<file path="src/rtl/fpadd_sched_if.sv">
// Request/response bundle of the fpadd round-robin scheduler.
// slave: scheduler side; master: issue/consumer side.
interface fpadd_sched_if #(
  parameter int NREQ = 4
);
  localparam int IW = (NREQ > 1) ? $clog2(NREQ) : 1;

  logic [NREQ-1:0]    req_valid;
  logic [NREQ-1:0]    req_ready;
  logic [NREQ*64-1:0] req_op1;
  logic [NREQ*64-1:0] req_op2;
  logic [NREQ*3-1:0]  req_rm;
  logic [NREQ*3-1:0]  req_op_type;
  logic [NREQ*2-1:0]  req_p;

  logic               rsp_valid;
  logic               rsp_ready;
  logic [IW-1:0]      rsp_id;
  logic [63:0]        rsp_result;
  logic [4:0]         rsp_flags;
  logic               rsp_denorm;

  modport slave (
    input  req_valid, req_op1, req_op2,
    input  req_rm, req_op_type, req_p,
    input  rsp_ready,
    output req_ready,
    output rsp_valid, rsp_id, rsp_result,
    output rsp_flags, rsp_denorm
  );

  modport master (
    output req_valid, req_op1, req_op2,
    output req_rm, req_op_type, req_p,
    output rsp_ready,
    input  req_ready,
    input  rsp_valid, rsp_id, rsp_result,
    input  rsp_flags, rsp_denorm
  );
endinterface

</file>
<file path="src/rtl/fpadd_sched.sv">
// Round-robin scheduler sharing one fpadd among NREQ requesters.
// Optional FPADD_SCHED_STATS_EN adds handshake/exception counters.
module fpadd_sched #(
  parameter int NREQ = 4,
  parameter int LAT  = 1
) (
  input  logic        clk,
  input  logic        reset,
  fpadd_sched_if.slave bus,
  input  logic        cfg_oven,
  input  logic        cfg_unen,
  output logic [63:0] fp_op1,
  output logic [63:0] fp_op2,
  output logic [2:0]  fp_rm,
  output logic [2:0]  fp_op_type,
  output logic [1:0]  fp_p,
  output logic        fp_oven,
  output logic        fp_unen,
  input  logic [63:0] fp_result,
  input  logic [4:0]  fp_flags,
  input  logic        fp_denorm
`ifdef FPADD_SCHED_STATS_EN
  ,
  output logic [31:0] stat_ops,
  output logic [31:0] stat_exc
`endif
);

  localparam int IW = (NREQ > 1) ? $clog2(NREQ) : 1;
  localparam int CW = 4;

  typedef enum logic [1:0] {
    IDLE,
    WAIT,
    RESP
  } state_t;

  state_t        state_q;
  logic [IW-1:0] rr_q;
  logic [IW-1:0] rr_d;
  logic [CW-1:0] cnt_q;

  logic [63:0]   iss_op1_q;
  logic [63:0]   iss_op2_q;
  logic [2:0]    iss_rm_q;
  logic [2:0]    iss_ot_q;
  logic [1:0]    iss_p_q;
  logic [IW-1:0] iss_id_q;

  logic          rsp_vld_q;
  logic [IW-1:0] rsp_id_q;
  logic [63:0]   rsp_res_q;
  logic [4:0]    rsp_flg_q;
  logic          rsp_dn_q;

  logic [63:0]   op1_a [NREQ];
  logic [63:0]   op2_a [NREQ];
  logic [2:0]    rm_a  [NREQ];
  logic [2:0]    ot_a  [NREQ];
  logic [1:0]    p_a   [NREQ];
  logic [IW-1:0] cand  [NREQ];

  logic          gnt_ok;
  logic [IW-1:0] gnt_idx;
  logic [NREQ-1:0] rdy;

  for (genvar i = 0; i < NREQ; i++) begin : g_slot
    assign op1_a[i] = bus.req_op1[64*i +: 64];
    assign op2_a[i] = bus.req_op2[64*i +: 64];
    assign rm_a[i]  = bus.req_rm[3*i +: 3];
    assign ot_a[i]  = bus.req_op_type[3*i +: 3];
    assign p_a[i]   = bus.req_p[2*i +: 2];
  end

  function automatic logic [IW-1:0] wrap(input int a);
    return IW'((a >= NREQ) ? a - NREQ : a);
  endfunction

  // Search order starts at rr_q and wraps, so the pointer slot wins ties.
  always_comb begin
    gnt_ok  = 1'b0;
    gnt_idx = '0;
    for (int k = 0; k < NREQ; k++) begin
      cand[k] = wrap(int'(rr_q) + k);
    end
    for (int k = 0; k < NREQ; k++) begin
      if (!gnt_ok && bus.req_valid[cand[k]]) begin
        gnt_ok  = 1'b1;
        gnt_idx = cand[k];
      end
    end
  end

  assign rr_d = (gnt_idx == IW'(NREQ - 1)) ? '0 : gnt_idx + 1'b1;

  always_comb begin
    rdy = '0;
    if (reset && state_q == IDLE && gnt_ok) begin
      rdy[gnt_idx] = 1'b1;
    end
  end

  always_ff @(posedge clk) begin
    if (!reset) begin
      state_q   <= IDLE;
      rr_q      <= '0;
      cnt_q     <= '0;
      iss_op1_q <= '0;
      iss_op2_q <= '0;
      iss_rm_q  <= '0;
      iss_ot_q  <= '0;
      iss_p_q   <= '0;
      iss_id_q  <= '0;
      rsp_vld_q <= 1'b0;
      rsp_id_q  <= '0;
      rsp_res_q <= '0;
      rsp_flg_q <= '0;
      rsp_dn_q  <= 1'b0;
    end else begin
      case (state_q)
        IDLE: begin
          if (gnt_ok) begin
            iss_op1_q <= op1_a[gnt_idx];
            iss_op2_q <= op2_a[gnt_idx];
            iss_rm_q  <= rm_a[gnt_idx];
            iss_ot_q  <= ot_a[gnt_idx];
            iss_p_q   <= p_a[gnt_idx];
            iss_id_q  <= gnt_idx;
            rr_q      <= rr_d;
            cnt_q     <= CW'(LAT);
            state_q   <= WAIT;
          end
        end
        WAIT: begin
          cnt_q <= cnt_q - 1'b1;
          // Sample exactly LAT edges after the issue load.
          if (cnt_q == CW'(1)) begin
            rsp_res_q <= fp_result;
            rsp_flg_q <= fp_flags;
            rsp_dn_q  <= fp_denorm;
            rsp_id_q  <= iss_id_q;
            rsp_vld_q <= 1'b1;
            state_q   <= RESP;
          end
        end
        RESP: begin
          if (bus.rsp_ready) begin
            rsp_vld_q <= 1'b0;
            state_q   <= IDLE;
          end
        end
        default: state_q <= IDLE;
      endcase
    end
  end

  assign bus.req_ready  = rdy;
  assign bus.rsp_valid  = rsp_vld_q;
  assign bus.rsp_id     = rsp_id_q;
  assign bus.rsp_result = rsp_res_q;
  assign bus.rsp_flags  = rsp_flg_q;
  assign bus.rsp_denorm = rsp_dn_q;

  assign fp_op1     = iss_op1_q;
  assign fp_op2     = iss_op2_q;
  assign fp_rm      = iss_rm_q;
  assign fp_op_type = iss_ot_q;
  assign fp_p       = iss_p_q;
  assign fp_oven    = (state_q == WAIT) & cfg_oven;
  assign fp_unen    = (state_q == WAIT) & cfg_unen;

`ifdef FPADD_SCHED_STATS_EN
  logic [31:0] ops_q;
  logic [31:0] exc_q;
  logic        hs;

  assign hs = (state_q == RESP) && bus.rsp_ready;

  always_ff @(posedge clk) begin
    if (!reset) begin
      ops_q <= '0;
      exc_q <= '0;
    end else if (hs) begin
      if (ops_q != '1) ops_q <= ops_q + 1'b1;
      if (rsp_flg_q != '0 && exc_q != '1) begin
        exc_q <= exc_q + 1'b1;
      end
    end
  end

  assign stat_ops = ops_q;
  assign stat_exc = exc_q;
`endif

endmodule
</file>
<file path="src/flat_wrapper.sv">
// flat-port wrapper written by rule: the top's interface ports become plain ports
module fpadd_sched_flat 
#(
  parameter int NREQ = 4,
  parameter int LAT  = 1
)
  (clk, reset, cfg_oven, cfg_unen, fp_op1, fp_op2, fp_rm, fp_op_type, fp_p, fp_oven, fp_unen, fp_result, fp_flags, fp_denorm, bus_req_valid, bus_req_op1, bus_req_op2, bus_req_rm, bus_req_op_type, bus_req_p, bus_rsp_ready, bus_req_ready, bus_rsp_valid, bus_rsp_id, bus_rsp_result, bus_rsp_flags, bus_rsp_denorm);
  fpadd_sched_if #(.NREQ(NREQ)) bus_i ();
  input  logic clk;
  input  logic reset;
  input  logic cfg_oven;
  input  logic cfg_unen;
  output logic [63:0] fp_op1;
  output logic [63:0] fp_op2;
  output logic [2:0] fp_rm;
  output logic [2:0] fp_op_type;
  output logic [1:0] fp_p;
  output logic fp_oven;
  output logic fp_unen;
  input  logic [63:0] fp_result;
  input  logic [4:0] fp_flags;
  input  logic fp_denorm;
  input wire logic [$bits(bus_i.req_valid)-1:0] bus_req_valid;
  input wire logic [$bits(bus_i.req_op1)-1:0] bus_req_op1;
  input wire logic [$bits(bus_i.req_op2)-1:0] bus_req_op2;
  input wire logic [$bits(bus_i.req_rm)-1:0] bus_req_rm;
  input wire logic [$bits(bus_i.req_op_type)-1:0] bus_req_op_type;
  input wire logic [$bits(bus_i.req_p)-1:0] bus_req_p;
  input wire logic [$bits(bus_i.rsp_ready)-1:0] bus_rsp_ready;
  output wire logic [$bits(bus_i.req_ready)-1:0] bus_req_ready;
  output wire logic [$bits(bus_i.rsp_valid)-1:0] bus_rsp_valid;
  output wire logic [$bits(bus_i.rsp_id)-1:0] bus_rsp_id;
  output wire logic [$bits(bus_i.rsp_result)-1:0] bus_rsp_result;
  output wire logic [$bits(bus_i.rsp_flags)-1:0] bus_rsp_flags;
  output wire logic [$bits(bus_i.rsp_denorm)-1:0] bus_rsp_denorm;
  assign bus_i.req_valid = bus_req_valid;
  assign bus_i.req_op1 = bus_req_op1;
  assign bus_i.req_op2 = bus_req_op2;
  assign bus_i.req_rm = bus_req_rm;
  assign bus_i.req_op_type = bus_req_op_type;
  assign bus_i.req_p = bus_req_p;
  assign bus_i.rsp_ready = bus_rsp_ready;
  assign bus_req_ready = bus_i.req_ready;
  assign bus_rsp_valid = bus_i.rsp_valid;
  assign bus_rsp_id = bus_i.rsp_id;
  assign bus_rsp_result = bus_i.rsp_result;
  assign bus_rsp_flags = bus_i.rsp_flags;
  assign bus_rsp_denorm = bus_i.rsp_denorm;
  fpadd_sched #(.NREQ(NREQ), .LAT(LAT)) u_core (.clk(clk), .reset(reset), .bus(bus_i), .cfg_oven(cfg_oven), .cfg_unen(cfg_unen), .fp_op1(fp_op1), .fp_op2(fp_op2), .fp_rm(fp_rm), .fp_op_type(fp_op_type), .fp_p(fp_p), .fp_oven(fp_oven), .fp_unen(fp_unen), .fp_result(fp_result), .fp_flags(fp_flags), .fp_denorm(fp_denorm));
endmodule
</file>
<file path="config.mk">
export PLATFORM = sky130hd
export DESIGN_NAME = fpadd_sched_flat
export DESIGN_NICKNAME = d
export VERILOG_FILES = /design/src/rtl/fpadd_sched_if.sv /design/src/rtl/fpadd_sched.sv /design/src/flat_wrapper.sv
export SDC_FILE = /design/constraint.sdc
export NUM_CORES = 1
export LEC_CHECK = 0
export ABC_CLOCK_PERIOD_IN_PS = 2400
export BUFFER_PORTS_ARGS = -buffer_cell sky130_fd_sc_hd__buf_4
export CELL_PAD_IN_SITES_DETAIL_PLACEMENT = 0
export CELL_PAD_IN_SITES_GLOBAL_PLACEMENT = 1
export CORE_AREA = 2 2 322 324
export CTS_BUF_LIST = sky130_fd_sc_hd__clkbuf_8
export CTS_CLUSTER_DIAMETER = 200
export DETAILED_ROUTE_END_ITERATION = 6
export DIE_AREA = 0 0 324 326
export GPL_TIMING_DRIVEN = 0
export HOLD_SLACK_MARGIN = 0.1
export PLACE_DENSITY_LB_ADDON = 0.1
export SLEW_MARGIN = 10
export SYNTH_ARGS = -nofsm -noshare
export SYNTH_HDL_FRONTEND = slang
export SYNTH_SLANG_ARGS = --single-unit
</file>
<file path="constraint.sdc">
create_clock -name clk -period 2.4 [get_ports clk]
set_clock_uncertainty 0.1 [all_clocks]
set_input_delay 0.24 -clock clk [delete_from_list [all_inputs] [get_ports clk]]
set_output_delay 0.24 -clock clk [all_outputs]
set_load 0.01 [all_outputs]
</file>
==> flow_metrics.env, run 1 <==
export IMPL_yosysWarningCount=0
export IMPL_detail_route_iter0_violations=797
export IMPL_cap_viol_max_count=0
export IMPL_cts_reportedPaths_clkPinSlew_ps=60
export IMPL_synth_area_mux_share=0.0171
export IMPL_design_final_nets=3692
export IMPL_die_area_mm2=0.106
export IMPL_worstSkewPairLatency_ps=700
export IMPL_r2r_end="u_core.fp_op2[1]"
export IMPL_fill_cells=11300
export IMPL_max_stage_delay_ps=360
export IMPL_grt_first_pass_wirelength_mm=137
export IMPL_gp_congestion=0.808
export IMPL_synth_compound_gate_area_share=0.377
export IMPL_hold_violations=0
export IMPL_tightestPinTransition_ps=1010
export IMPL_clock_tree_from_tritoncts="done"
export IMPL_area_growth_synth_to_final_pct=137
export IMPL_reg2reg_setup_slack_ps=80
export IMPL_initial_core_util=0.114
export IMPL_post_route_drc_count=0
export IMPL_cts_root_buffer_cell="sky130_fd_sc_hd__clkbuf_8"
export IMPL_synthesis_area_per_instance_um2=7.62
export IMPL_boundaryPins=838
export IMPL_clock_sinks=219
export IMPL_timing_max_transition_violations_final=0
export IMPL_synth_yosys_seq_area_share=0.375
export IMPL_yosys_area_top_type_share=0.375
export IMPL_worst_slew_margin_rel=0.327
export IMPL_vias=18200
export IMPL_worst_ir_drop_vdd_mv=0.387
export IMPL_grt_use_total=0.179
export IMPL_ant_nets=0
export IMPL_final_setup_violations=2
export IMPL_routed_wirelength_mm=99.5
export IMPL_synth_distinct_cells=43
export IMPL_violations="negative setup slack"
export IMPL_chipHeight_um=326
export IMPL_hold_crit_class="primary input to flip-flop"
export IMPL_netlist_top_cells_area="sky130_fd_sc_hd__dfxtp_1 (38%), sky130_fd_sc_hd__o21ai_0 (11%), sky130_fd_sc_hd__a221oi_1 (8.7%)"
export IMPL_cts_buffers=51
export IMPL_synthXorXnorAreaFrac=0.000749
export IMPL_grt_setup_unrepaired="true"
export IMPL_first_pass_iters=5
export IMPL_detail_route_vias_per_cell=4.05
export IMPL_hold_depth=4
export IMPL_fin_worst_hold_slack_ps=185
export IMPL_place_port_buffers=835
export IMPL_netlist_area_mm2=0.0117
export IMPL_dp_hpwl_mm=77.8
export IMPL_layout_drive_gt1_share=0.347
export IMPL_worst_endpoint_required_ps=2060
export IMPL_post_drt_wl_per_cell_um=22.2
export IMPL_r2r_start="u_core.rr_q[1]"
export IMPL_place_worst_setup_slack_ps=-1140
export IMPL_design_core_area_mm2=0.103
export IMPL_worst_path_max_fanout=8
export IMPL_first_global_vias=19600
export IMPL_fin_crit_ps=2440
export IMPL_fp_dieW_um=324
export IMPL_critical_path_start_type="flip-flop"
export IMPL_placement_rows=118
export IMPL_arrival_time_at_the_worst_endpoint_ps=2100
export IMPL_synth_nets=2159
export IMPL_critPathSlowestCell="sky130_fd_sc_hd__dfxtp_4"
export IMPL_hold_end="u_core.fp_op1[0]"
export IMPL_cp_num_buf_inv=4
export IMPL_synth_top_family_by_area="compound AO/OA/AOI/OAI gates"
export IMPL_cp_cell_sequence="buf_8 -> a21oi_4 -> o211a_4 -> buf_12 -> clkbuf_16 -> and3_4 -> buf_6"
export IMPL_netlist_top_cell_by_area="sky130_fd_sc_hd__dfxtp_1"
export IMPL_r2r_worst_path_cells=9
export IMPL_max_clock_freq_mhz=410
export IMPL_gr_total_overflow=0
export IMPL_finalCritPeriodShare=1.02
export IMPL_synth_most_common_cell="sky130_fd_sc_hd__o21ai_0"
export IMPL_grt_antenna_before_repair=15
export IMPL_synthesis_instances=1534
export IMPL_yosys_area_share_simple=0.160
export IMPL_final_setup_worst_slack_ps=-37.0
export IMPL_synth_edf_count=0
export IMPL_power_static_leakage_nw=11.8
export IMPL_worstHoldStart="reset"
export IMPL_asyncSetResetFlopFracSynth=0
export IMPL_run_status="finished, violations left"
export IMPL_critPathTopFamily="buffers and inverters"
export IMPL_synthFlopType="sky130_fd_sc_hd__dfxtp_1"
export IMPL_largest_net_degree_at_the_start_of_global_routing=17
export IMPL_synth_ff_latch_count=219
export IMPL_synth_cells_most_frequent="sky130_fd_sc_hd__o21ai_0 (257), sky130_fd_sc_hd__dfxtp_1 (219), sky130_fd_sc_hd__a21oi_1 (197)"
export IMPL_crit_path_end_kind="output port"
export IMPL_clk_path_buf_depth=3
export IMPL_pwrdens_mw_per_mm2=586
export IMPL_post_synth_fa_ha_maj_area_fraction=0.00214
export IMPL_h_tree_depth_reported_by_cts=2
export IMPL_timing_worst_setup_path_type="flip-flop to output port"
[layer usage]
metal  up-vias  wire [µm]  track usage  share of wire
li1       8793          -            -              -
met1      8525      39200        0.198           0.39
met2       717      49400        0.323           0.50
met3       168       6750       0.0471          0.068
met4         6       4180       0.0743          0.042
met5         -         38            0        0.00038
[power breakdown]
group          leakage (nW)  internal, W  switching [W]
Clock                 0.563      0.00220        0.00212
Combinational          9.48      0.00342        0.00392
Sequential             1.81      0.00421       0.000324
[metrics by stage]
step                      utilization  cell area, µm²  power, W  TNS [ps]  instances
after global routing            0.269           27600    0.0172      -531       4490
final                           0.269           27600    0.0162     -49.6       4492
after detailed placement        0.192           19700    0.0108   -109540       3750
after floorplan                     -           11700   0.00723         0       1534
after CTS                       0.267           27400    0.0166     -4520       4475
after global placement          0.192           19700    0.0108   -117240       3749
[sequential cells by signal, summed over array words and instances, names as in the netlist]
register               count
u_core.iss_id_q            2
u_core.cnt_q               4
u_core.state_q             2
u_core.fp_rm               3
u_core.bus.rsp_flags       5
u_core.fp_op_type          3
u_core.bus.rsp_id          2
u_core.bus.rsp_denorm      1
u_core.fp_op1             64
u_core.fp_p                2
u_core.bus.rsp_result     64
u_core.bus.rsp_valid       1
u_core.rr_q                2
u_core.fp_op2             64
[layout by cell type (no fill, tap or decap), drive strengths merged, types with 116 or more instances in the layout]
| cell | n |
|---|---|
| dfxtp | 219 |
| nand2 | 152 |
| clkbuf | 188 |
| dlygate4sd3 | 618 |
| a21o | 116 |
| nand3 | 137 |
| o21ai | 260 |
| a21oi | 197 |
| a221oi | 116 |
| buf | 908 |
[worst max path at each step]
stage / from / end / slack (ps) / depth (start not counted)
global placement: u_core.rr_q[0] / u_core.fp_op1[56] / -1260 / 7
floorplan: u_core.rr_q[1] / bus_req_ready[1] / 470 / 7
CTS: u_core.rr_q[1] / bus_req_ready[1] / -230 / 8
finish: u_core.rr_q[1] / bus_req_ready[1] / -40 / 7
detailed placement: bus_req_valid[3] / bus_req_ready[1] / -1140 / 9
global route: u_core.state_q[1] / bus_req_ready[0] / -160 / 7
[layout make-up]
cell class                 count  area [µm²]  share of cell area
inverter                       5        18.8            0.000679
clock buffer                  58         798              0.0289
tap                         1380        1730              0.0625
buffer                       174         998              0.0361
clock inverter                27         148             0.00534
timing repair buffer        1482       12700               0.460
multi-input combinational   1134        6810               0.246
antenna                       13        32.5             0.00118
sequential                   219        4400               0.159
[logic make-up (layout without fill, tap and decap cells)]
group | count (synthesis) | after routing
buffers and inverters | 181 | 1746
and+or+nand+nor | 390 | 390
muxes | 20 | 20
xor gates and xnor gates | 1 | 1
other | 0 | 13
adders and majority gates | 2 | 2
AOI/OAI and AO/OA | 721 | 721
DFF | 219 | 219
[repair_timing]
action	CTS	global route
setup buffers	23	5
hold buffers	618	0
hold endpoints to repair	209	0
pin swaps	6	3
endpoints found under the setup margin	216	131
resized for setup	113	79
cloned	0	0
[worst min-delay path, stage by stage]
cell                       delay [ps]
sky130_fd_sc_hd__clkbuf_1         150
sky130_fd_sc_hd__clkbuf_1         280
sky130_fd_sc_hd__o21ai_0          170
sky130_fd_sc_hd__o22ai_1           90
Note: power is estimated with default switching activity, not from simulation.
==> run 2: changes to the inputs <==
- PLACE_DENSITY_LB_ADDON: 0.1 -> 0.3
==> flow_metrics.env, run 2 (synthesis results as in run 1) <==
export IMPL_post_route_drc_count=0
export IMPL_chipHeight_um=326
export IMPL_first_pass_iters=5
export IMPL_cts_root_buffer_cell="sky130_fd_sc_hd__clkbuf_8"
export IMPL_grt_use_total=0.173
export IMPL_timing_max_transition_violations_final=0
export IMPL_hold_violations=0
export IMPL_run_status="finished, violations left"
export IMPL_critPathSlowestCell="sky130_fd_sc_hd__dfxtp_4"
export IMPL_hold_crit_class="primary input to flip-flop"
export IMPL_finalCritPeriodShare=1.02
export IMPL_crit_path_end_kind="output port"
export IMPL_grt_met1_usage=0.193
export IMPL_ant_nets=0
export IMPL_design_final_nets=3693
export IMPL_vias=18500
export IMPL_gp_congestion=0.826
export IMPL_fin_crit_ps=2450
export IMPL_worst_ir_drop_vdd_mv=0.429
export IMPL_max_stage_delay_ps=350
export IMPL_dp_hpwl_mm=74.4
export IMPL_h_tree_depth_reported_by_cts=2
export IMPL_boundaryPins=838
export IMPL_cts_buffers=48
export IMPL_worstSkewPairLatency_ps=680
export IMPL_clock_sinks=219
export IMPL_arrival_time_at_the_worst_endpoint_ps=2110
export IMPL_first_global_vias=19600
export IMPL_place_worst_setup_slack_ps=-1190
export IMPL_detail_route_iter0_violations=759
export IMPL_largest_net_degree_at_the_start_of_global_routing=16
export IMPL_report_power_total_w=0.0166
export IMPL_cts_reportedPaths_clkPinSlew_ps=60
export IMPL_clock_tree_from_tritoncts="done"
export IMPL_tightestPinTransition_ps=1120
export IMPL_fp_dieW_um=324
export IMPL_layout_common_cells="sky130_fd_sc_hd__buf_4 (879), sky130_fd_sc_hd__dlygate4sd3_1 (619), sky130_fd_sc_hd__o21ai_0 (257)"
export IMPL_power_static_leakage_nw=11.9
export IMPL_grt_setup_unrepaired="true"
export IMPL_routed_wirelength_mm=96.4
export IMPL_placement_rows=118
export IMPL_cap_viol_max_count=0
export IMPL_grt_antenna_before_repair=13
export IMPL_initial_core_util=0.114
export IMPL_layout_commonest_cell="sky130_fd_sc_hd__buf_4"
export IMPL_final_setup_worst_slack_ps=-51.4
export IMPL_gr_total_overflow=0
export IMPL_detail_route_vias_per_cell=4.12
export IMPL_post_drt_wl_per_cell_um=21.5
export IMPL_pwrdens_mw_per_mm2=597
export IMPL_worst_slew_margin_rel=0.252
export IMPL_critical_path_start_type="flip-flop"
export IMPL_global_route_usage_met3=0.0415
export IMPL_design_core_area_mm2=0.103
export IMPL_layout_drive_gt1_share=0.353
export IMPL_worst_endpoint_required_ps=2060
export IMPL_die_area_mm2=0.106
export IMPL_final_setup_violations=8
export IMPL_place_port_buffers=835
export IMPL_timing_worst_setup_path_type="flip-flop to output port"
export IMPL_grt_first_pass_wirelength_mm=133
export IMPL_clk_path_buf_depth=3
export IMPL_fin_worst_hold_slack_ps=168
export IMPL_worst_path_max_fanout=8
export IMPL_area_growth_synth_to_final_pct=138
export IMPL_grtUsageMet2=0.317
export IMPL_busiest_metal_layer_after_global_routing="met2"
export IMPL_violations="negative setup slack"
export IMPL_cp_cell_sequence="buf_6 -> a21oi_2 -> o211a_1 -> buf_12 -> buf_12 -> clkbuf_16 -> and3_4 -> buf_6"
export IMPL_max_clock_freq_mhz=408
## run 2: cell count changes in the layout (fill, tap and decap cells not counted), sizes merged
| cell | previous run | this run |
|---|---|---|
| diode | 13 | 5 |
| buf | 908 | 913 |
| inv | 26 | 22 |
| bufinv | 0 | 3 |
| clkinv | 6 | 5 |
| dlygate4sd3 | 618 | 619 |
## run 2: worst max-delay path: cells and delay by family (launching register included)
kind | cells | cell delay (ps)
buf+inv | 5 | 630
simple gates | 1 | 170
flops | 1 | 350
compound gates | 2 | 280
## run 2: through the flow
step,instance area (µm²),setup TNS (ps),instances,util
floorplan,11700,0,1534,-
global placement,19700,-114440,3749,0.192
detailed placement,19700,-112220,3750,0.192
CTS,27600,-894,4480,0.269
global route,27800,-6360,4486,0.271
finish,27800,-191,4488,0.271
## run 2: layout make-up
type                       count  area [µm²]
inverter                       5        18.8
fill                       11200       74800
antenna                        5        12.5
clock buffer                  60         826
tap                         1380        1730
buffer                       173        1000
multi-input combinational   1134        6860
timing repair buffer        1487       12800
clock inverter                25         205
sequential                   219        4400
## run 2: layer usage
metal	wire (µm)	share of wire
met1	37800	0.39
met2	48600	0.50
met3	6630	0.069
met4	3320	0.034
met5	13	0.00013
## run 2: power breakdown
part           leakage, nW  internal (W)  switching (W)
Sequential            1.81       0.00421       0.000327
Combinational         9.55       0.00346        0.00401
Clock                0.588       0.00258        0.00203
Total                 11.9        0.0103        0.00637
## run 2: final timing paths
check / startpoint / to / slack (ps) / cells past startpoint
worst min-delay path: bus_req_op2[160] / u_core.fp_op2[32] / 170 / 4
worst max register to register: u_core.rr_q[1] / u_core.fp_op2[24] / -50 / 10
worst max-delay path: u_core.rr_q[1] / bus_req_ready[1] / -50 / 8
worst min register to register: u_core.bus.rsp_result[59] / u_core.bus.rsp_result[59] / 350 / 2
## run 2: timing repair
action | in CTS | in global routing
pin swaps | 6 | 3
setup buffers | 29 | 3
hold endpoints to repair | 209 | 0
hold buffers | 619 | 0
endpoints found under the setup margin | 214 | 198
gates resized for setup | 114 | 81
